<file path="config.mk">
export PLATFORM = sky130hd
export DESIGN_NAME = sensor_scanner_flat
export DESIGN_NICKNAME = d
export VERILOG_FILES = /design/src/rtl/world_pkg.sv /design/src/rtl/sensor_scanner_if.sv /design/src/rtl/neighbor_calc.sv /design/src/rtl/sensor_scanner.sv /design/src/flat_wrapper.sv
export SDC_FILE = /design/constraint.sdc
export NUM_CORES = 1
export LEC_CHECK = 0
export CAP_MARGIN = 40
export CELL_PAD_IN_SITES_DETAIL_PLACEMENT = 2
export CELL_PAD_IN_SITES_GLOBAL_PLACEMENT = 2
export CORE_MARGIN = 2
export CORE_UTILIZATION = 31
export DETAILED_ROUTE_END_ITERATION = 7
export MAX_ROUTING_LAYER = met4
export PLACE_DENSITY_LB_ADDON = 0.1
export SETUP_SLACK_MARGIN = 0.05
export SLEW_MARGIN = 20
export SYNTH_ARGS = -nofsm -noshare
export SYNTH_HDL_FRONTEND = slang
export SYNTH_SLANG_ARGS = --single-unit
</file>
<file path="constraint.sdc">
create_clock -name clock -period 3.7 [get_ports clock]
set_clock_uncertainty 0.05 [all_clocks]
set_input_delay 0.74 -clock clock [delete_from_list [all_inputs] [get_ports clock]]
set_output_delay 0.74 -clock clock [all_outputs]
set_load 0.05 [all_outputs]
</file>
<file path="src/rtl/world_pkg.sv">
// Shared robot-world definitions: map geometry, cell and orientation codes,
// scanner state encoding and the neighbour slot selector.
package world_pkg;

  localparam int MAP_ROWS_DEFAULT = 10;
  localparam int MAP_COLS_DEFAULT = 20;

  typedef enum logic [1:0] {
    north = 2'b00,
    south = 2'b01,
    east  = 2'b10,
    west  = 2'b11
  } orientation_t;

  localparam logic [1:0] CELL_FREE    = 2'b00;
  localparam logic [1:0] CELL_WALL    = 2'b01;
  localparam logic [1:0] CELL_GARBAGE = 2'b10;

  typedef enum logic [2:0] {
    IDLE,
    RD_UNDER,
    RD_HEAD,
    RD_LEFT,
    CAPTURE
  } scan_state_t;

  typedef enum logic [1:0] {
    SLOT_UNDER,
    SLOT_HEAD,
    SLOT_LEFT
  } slot_t;

  // Map coordinates are 1-based; 0 and anything past the limit are off the map.
  function automatic logic in_range(input logic [5:0] value, input int limit);
    return (int'(value) >= 1) && (int'(value) <= limit);
  endfunction

endpackage

</file>
<file path="src/rtl/sensor_scanner_if.sv">
// Scan request, map ROM port and sensor result bundle of the sensor scanner.
interface sensor_scanner_if;

  logic       start;
  logic [5:0] robot_row;
  logic [5:0] robot_column;
  logic [1:0] robot_orientation;
  logic [5:0] map_row;
  logic [5:0] map_column;
  logic [1:0] map_cell;
  logic       head;
  logic       left;
  logic       under;
  logic       busy;
  logic       done;

  modport master (
    output start,
    output robot_row,
    output robot_column,
    output robot_orientation,
    output map_cell,
    input  map_row,
    input  map_column,
    input  head,
    input  left,
    input  under,
    input  busy,
    input  done
  );

  modport slave (
    input  start,
    input  robot_row,
    input  robot_column,
    input  robot_orientation,
    input  map_cell,
    output map_row,
    output map_column,
    output head,
    output left,
    output under,
    output busy,
    output done
  );

endinterface

</file>
<file path="src/rtl/neighbor_calc.sv">
// Combinational neighbour address generator: picks the cell for a scan slot
// and substitutes a legal ROM address when that cell lies off the map.
module neighbor_calc
  import world_pkg::*;
#(
  parameter int MAP_ROWS = MAP_ROWS_DEFAULT,
  parameter int MAP_COLS = MAP_COLS_DEFAULT
) (
  input  logic [5:0]   robot_row,
  input  logic [5:0]   robot_column,
  input  orientation_t orientation,
  input  slot_t        slot,
  output logic [5:0]   row,
  output logic [5:0]   column,
  output logic         out_of_map
);

  logic [5:0] cell_row;
  logic [5:0] cell_column;
  logic       robot_in_map;

  always_comb begin
    cell_row    = robot_row;
    cell_column = robot_column;
    if (slot == SLOT_HEAD) begin
      unique case (orientation)
        north: cell_row    = robot_row - 6'd1;
        south: cell_row    = robot_row + 6'd1;
        east:  cell_column = robot_column + 6'd1;
        west:  cell_column = robot_column - 6'd1;
      endcase
    end else if (slot == SLOT_LEFT) begin
      unique case (orientation)
        north: cell_column = robot_column - 6'd1;
        south: cell_column = robot_column + 6'd1;
        east:  cell_row    = robot_row - 6'd1;
        west:  cell_row    = robot_row + 6'd1;
      endcase
    end
  end

  assign robot_in_map = in_range(robot_row, MAP_ROWS) && in_range(robot_column, MAP_COLS);
  assign out_of_map   = !(in_range(cell_row, MAP_ROWS) && in_range(cell_column, MAP_COLS));

  // Off-map slots still present a legal ROM address; the force flag discards the data.
  assign row    = !out_of_map ? cell_row    : (robot_in_map ? robot_row    : 6'd1);
  assign column = !out_of_map ? cell_column : (robot_in_map ? robot_column : 6'd1);

endmodule

</file>
<file path="src/rtl/sensor_scanner.sv">
// Reads robot cell, cell ahead and cell to the left from the synchronous map
// ROM and publishes head/left/under together with a one-cycle done pulse.
module sensor_scanner
  import world_pkg::*;
#(
  parameter int MAP_ROWS = MAP_ROWS_DEFAULT,
  parameter int MAP_COLS = MAP_COLS_DEFAULT
) (
  input logic             clock,
  input logic             reset,
  sensor_scanner_if.slave bus
);

  scan_state_t  state_reg;
  scan_state_t  state_next;

  logic [5:0]   latch_row_reg;
  logic [5:0]   latch_column_reg;
  orientation_t latch_orientation_reg;

  logic [5:0]   addr_row_reg;
  logic [5:0]   addr_column_reg;
  logic         force_under_reg;
  logic         force_head_reg;
  logic         force_left_reg;

  logic         under_shadow_reg;
  logic         head_shadow_reg;
  logic         head_reg;
  logic         left_reg;
  logic         under_reg;
  logic         done_reg;

  logic         accept;
  logic         issue;
  logic         capture_under;
  logic         capture_head;
  logic         capture_final;

  logic [5:0]   calc_row_in;
  logic [5:0]   calc_column_in;
  orientation_t calc_orientation;
  slot_t        calc_slot;
  logic [5:0]   calc_row;
  logic [5:0]   calc_column;
  logic         calc_out_of_map;

  logic         cell_is_wall;
  logic         cell_is_garbage;

  always_ff @(posedge clock or posedge reset) begin
    if (reset) begin
      state_reg <= IDLE;
    end else begin
      state_reg <= state_next;
    end
  end

  always_comb begin
    state_next    = state_reg;
    accept        = 1'b0;
    issue         = 1'b0;
    capture_under = 1'b0;
    capture_head  = 1'b0;
    capture_final = 1'b0;
    case (state_reg)
      IDLE: begin
        if (bus.start) begin
          state_next = RD_UNDER;
          accept     = 1'b1;
          issue      = 1'b1;
        end
      end
      RD_UNDER: begin
        state_next = RD_HEAD;
        issue      = 1'b1;
      end
      RD_HEAD: begin
        state_next    = RD_LEFT;
        issue         = 1'b1;
        capture_under = 1'b1;
      end
      RD_LEFT: begin
        state_next   = CAPTURE;
        capture_head = 1'b1;
      end
      CAPTURE: begin
        state_next    = IDLE;
        capture_final = 1'b1;
      end
      default: state_next = IDLE;
    endcase
  end

  // The robot-cell address is issued on the accepting edge, before the latch holds the inputs.
  always_comb begin
    calc_row_in      = latch_row_reg;
    calc_column_in   = latch_column_reg;
    calc_orientation = latch_orientation_reg;
    calc_slot        = SLOT_UNDER;
    case (state_reg)
      IDLE: begin
        calc_row_in      = bus.robot_row;
        calc_column_in   = bus.robot_column;
        calc_orientation = orientation_t'(bus.robot_orientation);
      end
      RD_UNDER: calc_slot = SLOT_HEAD;
      RD_HEAD:  calc_slot = SLOT_LEFT;
      default:  calc_slot = SLOT_UNDER;
    endcase
  end

  neighbor_calc #(
    .MAP_ROWS (MAP_ROWS),
    .MAP_COLS (MAP_COLS)
  ) u_neighbor_calc (
    .robot_row    (calc_row_in),
    .robot_column (calc_column_in),
    .orientation  (calc_orientation),
    .slot         (calc_slot),
    .row          (calc_row),
    .column       (calc_column),
    .out_of_map   (calc_out_of_map)
  );

  assign cell_is_wall    = (bus.map_cell == CELL_WALL);
  assign cell_is_garbage = (bus.map_cell == CELL_GARBAGE);

  always_ff @(posedge clock or posedge reset) begin
    if (reset) begin
      latch_row_reg         <= 6'd0;
      latch_column_reg      <= 6'd0;
      latch_orientation_reg <= north;
      addr_row_reg          <= 6'd1;
      addr_column_reg       <= 6'd1;
      force_under_reg       <= 1'b0;
      force_head_reg        <= 1'b0;
      force_left_reg        <= 1'b0;
      under_shadow_reg      <= 1'b0;
      head_shadow_reg       <= 1'b0;
      head_reg              <= 1'b0;
      left_reg              <= 1'b0;
      under_reg             <= 1'b0;
      done_reg              <= 1'b0;
    end else begin
      done_reg <= capture_final;
      if (accept) begin
        latch_row_reg         <= bus.robot_row;
        latch_column_reg      <= bus.robot_column;
        latch_orientation_reg <= orientation_t'(bus.robot_orientation);
      end
      if (issue) begin
        addr_row_reg    <= calc_row;
        addr_column_reg <= calc_column;
        case (calc_slot)
          SLOT_UNDER: force_under_reg <= calc_out_of_map;
          SLOT_HEAD:  force_head_reg  <= calc_out_of_map;
          default:    force_left_reg  <= calc_out_of_map;
        endcase
      end
      // ROM data trails its address by one edge, so each capture uses the previous slot's flag.
      if (capture_under) begin
        under_shadow_reg <= cell_is_garbage && !force_under_reg;
      end
      if (capture_head) begin
        head_shadow_reg <= cell_is_wall || force_head_reg;
      end
      if (capture_final) begin
        head_reg  <= head_shadow_reg;
        left_reg  <= cell_is_wall || force_left_reg;
        under_reg <= under_shadow_reg;
      end
    end
  end

  assign bus.map_row    = addr_row_reg;
  assign bus.map_column = addr_column_reg;
  assign bus.head       = head_reg;
  assign bus.left       = left_reg;
  assign bus.under      = under_reg;
  assign bus.busy       = (state_reg != IDLE);
  assign bus.done       = done_reg;

endmodule

</file>
<file path="src/flat_wrapper.sv">
// flat-port wrapper written by rule: the top's interface ports become plain ports
module sensor_scanner_flat import world_pkg::*;
#(
  parameter int MAP_ROWS = MAP_ROWS_DEFAULT,
  parameter int MAP_COLS = MAP_COLS_DEFAULT
)
  (clock, reset, bus_start, bus_robot_row, bus_robot_column, bus_robot_orientation, bus_map_cell, bus_map_row, bus_map_column, bus_head, bus_left, bus_under, bus_busy, bus_done);
  sensor_scanner_if bus_i ();
  input logic clock;
  input logic reset;
  input wire logic [$bits(bus_i.start)-1:0] bus_start;
  input wire logic [$bits(bus_i.robot_row)-1:0] bus_robot_row;
  input wire logic [$bits(bus_i.robot_column)-1:0] bus_robot_column;
  input wire logic [$bits(bus_i.robot_orientation)-1:0] bus_robot_orientation;
  input wire logic [$bits(bus_i.map_cell)-1:0] bus_map_cell;
  output wire logic [$bits(bus_i.map_row)-1:0] bus_map_row;
  output wire logic [$bits(bus_i.map_column)-1:0] bus_map_column;
  output wire logic [$bits(bus_i.head)-1:0] bus_head;
  output wire logic [$bits(bus_i.left)-1:0] bus_left;
  output wire logic [$bits(bus_i.under)-1:0] bus_under;
  output wire logic [$bits(bus_i.busy)-1:0] bus_busy;
  output wire logic [$bits(bus_i.done)-1:0] bus_done;
  assign bus_i.start = bus_start;
  assign bus_i.robot_row = bus_robot_row;
  assign bus_i.robot_column = bus_robot_column;
  assign bus_i.robot_orientation = bus_robot_orientation;
  assign bus_i.map_cell = bus_map_cell;
  assign bus_map_row = bus_i.map_row;
  assign bus_map_column = bus_i.map_column;
  assign bus_head = bus_i.head;
  assign bus_left = bus_i.left;
  assign bus_under = bus_i.under;
  assign bus_busy = bus_i.busy;
  assign bus_done = bus_i.done;
  sensor_scanner #(.MAP_ROWS(MAP_ROWS), .MAP_COLS(MAP_COLS)) u_core (.clock(clock), .reset(reset), .bus(bus_i));
endmodule
</file>
==> results_dict.tcl <==
set metrics [dict create \
    status "completed" \
    hold_viol 0 \
    grt_pass1_wl_um 19060 \
    top_level_ports 36 \
    start_util_pct 32.20 \
    rows 36 \
    setup_viol 0 \
    cap_viol_max_count 0 \
    cts-root-buf "clkbuf_8" \
    hp-class "register to register" \
    switching_share_pct 49.74 \
    fin_crit_sh_pct 93.96 \
    pwr_density_cell_nw_per_um2 1126 \
    cts_tree "built" \
    start_kind "primary input" \
    setup_slack_ns 0.2236 \
    ys.flop_type "dfrtp_1" \
    drc_errors 0 \
    worstPathRequired_ns 3.84 \
    clk_latency_ns 0.30 \
    antenna_cells 0 \
    async_flop_share_pct 100.0 \
    crit_start "bus_robot_column[0]" \
    synth-seq-cells 38 \
    gp_congestion 0.8985 \
    p_comb_share_pct 72.2 \
    rr_startpoint "u_core.state_reg[2]" \
    finalNetCount 453 \
    min_from "u_core.force_under_reg" \
    drtIter0Drc 96 \
    postRouteWirelength_um 11880 \
    cts.sinks 38 \
    vias_per_cell 5.573 \
    clkTransAtPathRegs_ns 0.08 \
    tightest_slew_ns 0.8561 \
    p_clk_share_pct 9.7 \
    crit_arrival_ns 3.61 \
    wl_per_cell_um 21.03 \
    fin_crit_ns 3.476 \
    htreeDepth 2 \
    p_seq_share_pct 18.1 \
    grt_use_total_pct 22.85 \
    end_kind "register" \
    slew_violations 0 \
    postSynthCellCount 367 \
    critPathMaxFanout 7 \
    syn_avg_cell_area_um2 8.615 \
    synth_seq_area_share_pct 30.15 \
    synth_cell_types 72 \
    crit_type "primary input to register" \
    syn_nets 389 \
    overflow 0 \
    total_power_w 0.004634 \
    timing.setup.tns_ns 0 \
    ant_nets 0 \
    syn2layout_area_growth_pct 30.15 \
    fill_cells 1138 \
    hpwl_um 9094 \
    via_count 3149 \
    rsz0062_at_grt "true" \
    synth_edf_count 0 \
    yosysWarnings 0 \
    core_um2 9819 \
    cts_made_buffers 5 \
    die_width_um 105.0 \
    p_sw_w 0.002305 \
    internal_power_w 0.002329 \
    cts_buffer_depth 2 \
    fin_util_pct 41.91 \
    peakVddDrop_uv 413.9 \
    drive_above_1_share_pct 26.39 \
    firstDrtPassIters 4 \
    pre_cts_ws_ns -0.3007 \
    fmax_ghz 0.2877 \
    grt_max_degree 39 \
    grt_pass1_vias 3369 \
    syn_area_um2 3162 \
    cts-hold-fix-buffers 0 \
    dieArea_um2 11020 \
    antenna_found_initial 0 \
    io_buffers 35 \
    slew_headroom_pct 42.72 \
    p_leak_nw 1.712 \
    die_h_um 105.0 \
]
-- final cells by class --
cell class	instances	area, um^2	share of cell area (%)
flip-flops and latches	38	953.4	23.17
inverters	11	43.79	1.064
clock buffers	5	68.82	1.672
repair buffers	85	735.7	17.88
clock inverters	3	68.82	1.672
multi-input cells	290	2078	50.50
well taps	133	166.4	4.044
-- worst max-delay path: stages --
cell	delay (ns)
clkdlybuf4s50_1	0.46
buf_4	0.20
or2_2	0.33
nor4_1	0.24
a21oi_1	0.16
mux2i_1	0.17
xor2_1	0.19
o311ai_1	0.15
buf_4	0.19
o31ai_4	0.39
nor3_1	0.12
a211o_1	0.28
-- cell usage in the layout (no fill, tap or decap), types with 3 or more instances in the layout --
master and count:
a211oi_1 3, and3_1 5, mux2_2 20, buf_4 50, clkdlybuf4s50_1 34, o22ai_1 7
or3_1 3, nor4_1 5, nand3b_1 4, nand2_1 29, a31oi_1 6, or2_2 9
xor2_1 5, nor3b_1 4, inv_1 10, and2_1 7, xnor2_1 5, a211o_1 3
nand2b_1 6, a221o_1 3, a21oi_1 15, nor2_1 22, nor2b_1 4, nor3_1 29
mux2i_1 18, dfrtp_1 36, nand3_1 6, o21ai_0 13, clkbuf_8 5
-- stage by stage --
stage          hold slack, ns  cell area, um^2  cells
6_report               0.4156             4115    565
5_1_grt                0.4487             4115    565
4_1_cts                0.4232             4075    565
3_5_place_dp           0.4115             3914    556
3_3_place_gp           0.4001             3914    556
2_1_floorplan          0.3837             3164    367
-- layer usage --
metal	vias up	global-route usage, %	routed length (um)
met3	7	1.996	379
met5	-	-	0
met1	1608	28.43	5245
met4	0	3.429	95
met2	43	41.05	6160
li1	1491	-	-
-- power by group through the flow --
stage                     logic, W  registers, W  clock network, W
after floorplan            0.00200      0.000869                 0
after global placement     0.00318      0.000834                 0
after detailed placement   0.00325      0.000841                 0
after CTS                  0.00331      0.000836          0.000462
after global routing       0.00363      0.000877          0.000471
final                      0.00335      0.000838          0.000450
-- final timing paths --
kind	slack (ns)	end	depth (start not counted)
max	0.22	u_core.bus.map_row[1]	12
min	0.42	u_core.under_shadow_reg	1
max reg2reg	0.26	u_core.bus.map_row[2]	16
min reg2reg	0.42	u_core.under_shadow_reg	1
max in group asynchronous	2.40	u_core.bus.map_row[0]	3
min in group asynchronous	0.82	u_core.bus.map_row[4]	3
-- Yosys cell counts (5+ instances only) --
master	n	area, um^2
and3_1	5	31.28
inv_1	10	37.54
and2_1	7	43.79
o21ai_0	15	75.07
nor4_1	5	31.28
nand2b_1	6	37.54
nor2_1	22	82.58
nand2_1	30	112.6
a21oi_1	15	75.07
o22ai_1	8	50.05
dfrtp_1	36	900.9
xnor2_1	5	43.79
mux2i_1	19	190.2
nand3_1	6	30.03
xor2_1	5	43.79
mux2_2	20	225.2
clkbuf_1	12	45.04
buf_2	11	55.05
nor3_1	29	145.1
or2_2	9	56.30
a31oi_1	6	37.54
-- timing repair --
action | 4_1_cts | 5_1_grt
pin swaps | 1 | 1
setup buffers | 1 | 0
endpoints found under the setup margin | 3 | 12
gates resized for setup | 1 | 10
hold endpoints to repair | 0 | 0
-- cell families (layout without fill, tap and decap cells) --
kind of cell / Yosys count / after routing / share of synthesized area, %
simple gates: 148 / 148 / 25.68
compound gates: 87 / 87 / 19.94
mux: 42 / 42 / 14.76
buf+inv: 39 / 104 / 5.501
flops: 38 / 38 / 30.15
xor+xnor: 10 / 10 / 2.770
fa+ha+maj: 3 / 3 / 1.187
(Power assumes the default switching activity.)
==> RTL change, RTL diff (same settings) <==
Encoding of `scan_state_t`: now one-hot (5 bits for 5 states).
--- a/src/rtl/world_pkg.sv
+++ b/src/rtl/world_pkg.sv
@@ -16,12 +16,12 @@
   localparam logic [1:0] CELL_WALL    = 2'b01;
   localparam logic [1:0] CELL_GARBAGE = 2'b10;
 
-  typedef enum logic [2:0] {
-    IDLE,
-    RD_UNDER,
-    RD_HEAD,
-    RD_LEFT,
-    CAPTURE
+  typedef enum logic [4:0] {
+    IDLE     = 5'b00001,
+    RD_UNDER = 5'b00010,
+    RD_HEAD  = 5'b00100,
+    RD_LEFT  = 5'b01000,
+    CAPTURE  = 5'b10000
   } scan_state_t;
 
   typedef enum logic [1:0] {
Behaviour: no difference found for any inputs over 10 cycles, from zero or initial values and one cycle with reset high; not proved beyond that.
==> RTL change against the original RTL <==
  * Sequential cell count up 2
  * Worst setup slack worse by 0.087 ns
  * Wire length down 8.0%
  * Design area down 7.5%
  * Total power down 20%
  * Area after synthesis down 6.2%
  * Combinational power down 24%
  * Highest routed layer unchanged
==> RTL change: results (changes against the original RTL) <==
M1 WL=5230 µm (-0.32%); DR pass1 iterations=6 (+2); post-DP HPWL=8320 µm (-8.5%); Yosys cell types=72 (unchanged); Num CTS Buffers=5 (unchanged); GRT Total Usage=23.1% (+0.27 points); min-delay worst type=reg2reg; Clock transition at path regs=0.10 ns (+0.02 ns); Post-synth top cells=dfrtp_1 (37), nand2_1 (35), nor2_1 (20), o21ai_0 (20), mux2_2 (17); syn_nets=357 (-8.2%); Arrival @ worst endpoint=3.70 ns (+0.09 ns); DR vias/cell=5.60 (+0.44%); status=completed; I/O Buffers=35 (unchanged); WL met2=5230 µm (-15%); met3 WL=256 µm (-32%); RePlAce Congestion=0.854 (-5.0%); register area share after synthesis=33.9% (+3.7 points); P per Cell Area=978 nW/µm² (-13%); hold path startpoint=u_core.head_shadow_reg$_DFFE_PP0P_; hold_ws=0.434 ns (+0.0180 ns); Max VDD drop=0.259 mV (-37%); Antenna Cells=0 (unchanged); Routed wire per std cell=20.9 µm (-0.41%); vias in the first global route=3112 (-7.6%); via count=2922 (-7.2%); Cells after DPL=513 (-7.7%); worst reg2reg path endpoint=u_core.bus.map_column[3]$_DFFE_PP0P_; Synth Flop Type=dfrtp_1; DP Area=3620 µm² (-7.4%); final net count=414 (-8.6%); WHS Endpoint=u_core.bus.head$_DFFE_PP0P_; Fillers=1069 (-6.1%); first-pass GRT wire length=17800 µm (-6.5%); largest net degree at the start of global routing=24 (-38%); hold depth=2 (+1); critical path peak fanout=5 (-2); Bufs on Longest Clock Path=2 (unchanged); largest cells by area after synthesis=dfrtp_1 (31%), mux2_2 (6.5%), nand2_1 (4.4%); Worst R2R Setup Slack=0.14 ns (-0.12 ns); relative slew slack=50.1% (+7.4 points); initial antenna violation count=0 (unchanged); Syn Inst Count=335 (-8.7%); dpl ws=-0.0620 ns (+0.239 ns); layout cell share with drive strength beyond 1=25.2% (-1.2 points); R2R depth=14 (-2); Leakage Power=1.57 nW (-8.5%); max layer used=met4; drt initial violations=87 (-9.4%); async set-reset flop share out of synthesis=100% (unchanged)
RTL change: changes by cell type after synthesis, moves of 6 or more:
cell and change:
or2_2 -8, buf_2 -9, nor3_1 -16, mux2i_1 -15, and2_1 -6
RTL change: cell families after synthesis:
| group | share of synthesized area [%] |
|---|---|
| AOI/OAI and AO/OA | 23.3 |
| xor gates and xnor gates | 2.02 |
| adders and majority gates | 1.27 |
| DFF | 33.9 |
| and+or+nand+nor | 24.3 |
| muxes | 9.87 |
| buffers and inverters | 5.36 |
RTL change: what timing repair did:
item                       in CTS  in global routing
setup endpoints to repair       2                 12
setup buffers                   0                  1
gates cloned                    0                  0
pin swaps                       1                  3
gates resized for setup         2                 16
RTL change: worst max-delay path by stage:
stage | startpoint | endpoint | slack, ns | cells after the start
after floorplan | u_core.state_reg[2]$_DFFE_PP0P_ | u_core.bus.map_column[3]$_DFFE_PP0P_ | 0.12 | 15
after global placement | bus_robot_column[0] | u_core.bus.map_column[3]$_DFFE_PP0P_ | 0.09 | 13
after detailed placement | bus_robot_column[0] | u_core.bus.map_column[3]$_DFFE_PP0P_ | -0.06 | 13
after CTS | u_core.state_reg[4]$_DFFE_PP0P_ | u_core.bus.map_row[0]$_DFFE_PP1P_ | 0.05 | 14
after global routing | u_core.state_reg[4]$_DFFE_PP0P_ | u_core.bus.map_column[3]$_DFFE_PP0P_ | -0.008 | 14
final | u_core.state_reg[2]$_DFFE_PP0P_ | u_core.bus.map_column[3]$_DFFE_PP0P_ | 0.14 | 14
RTL change: layout make-up:
type | instances | share of cell area (%)
inverters | 16 | 1.64
multi-input cells | 261 | 49.3
repair buffers | 68 | 15.8
clock inverters | 2 | 0.394
well taps | 129 | 4.24
clock buffers | 6 | 2.17
flip-flops and latches | 40 | 26.4
RTL change: critical path, cell delays in order, from the launching register on:
cell and delay (ns):
dfrtp_1 0.39, or3_4 0.39, nor2_4 0.19, mux2i_2 0.30, inv_2 0.09, ha_4 0.18
o21bai_2 0.22, o21ai_2 0.15, mux2_4 0.17, o2111ai_2 0.14, a211o_1 0.36, o21a_2 0.16
mux2i_4 0.25, a21oi_2 0.10, a221o_1 0.30
RTL change: where the power goes:
| group | switching (mW) | internal, mW | total [mW] | leakage, nW |
|---|---|---|---|---|
| registers | 0.222 | 0.615 | 0.837 | 0.498 |
| clock network | 0.181 | 0.151 | 0.332 | 0.0434 |
| logic | 1.51 | 1.04 | 2.55 | 1.02 |
RTL change: routing by layer:
| metal | track usage [%] | vias up |
|---|---|---|
| met1 | 31.3 | 1472 |
| met5 | - | - |
| met4 | 6.36 | 0 |
| met2 | 37.0 | 59 |
| met3 | 2.26 | 17 |
| li1 | - | 1374 |
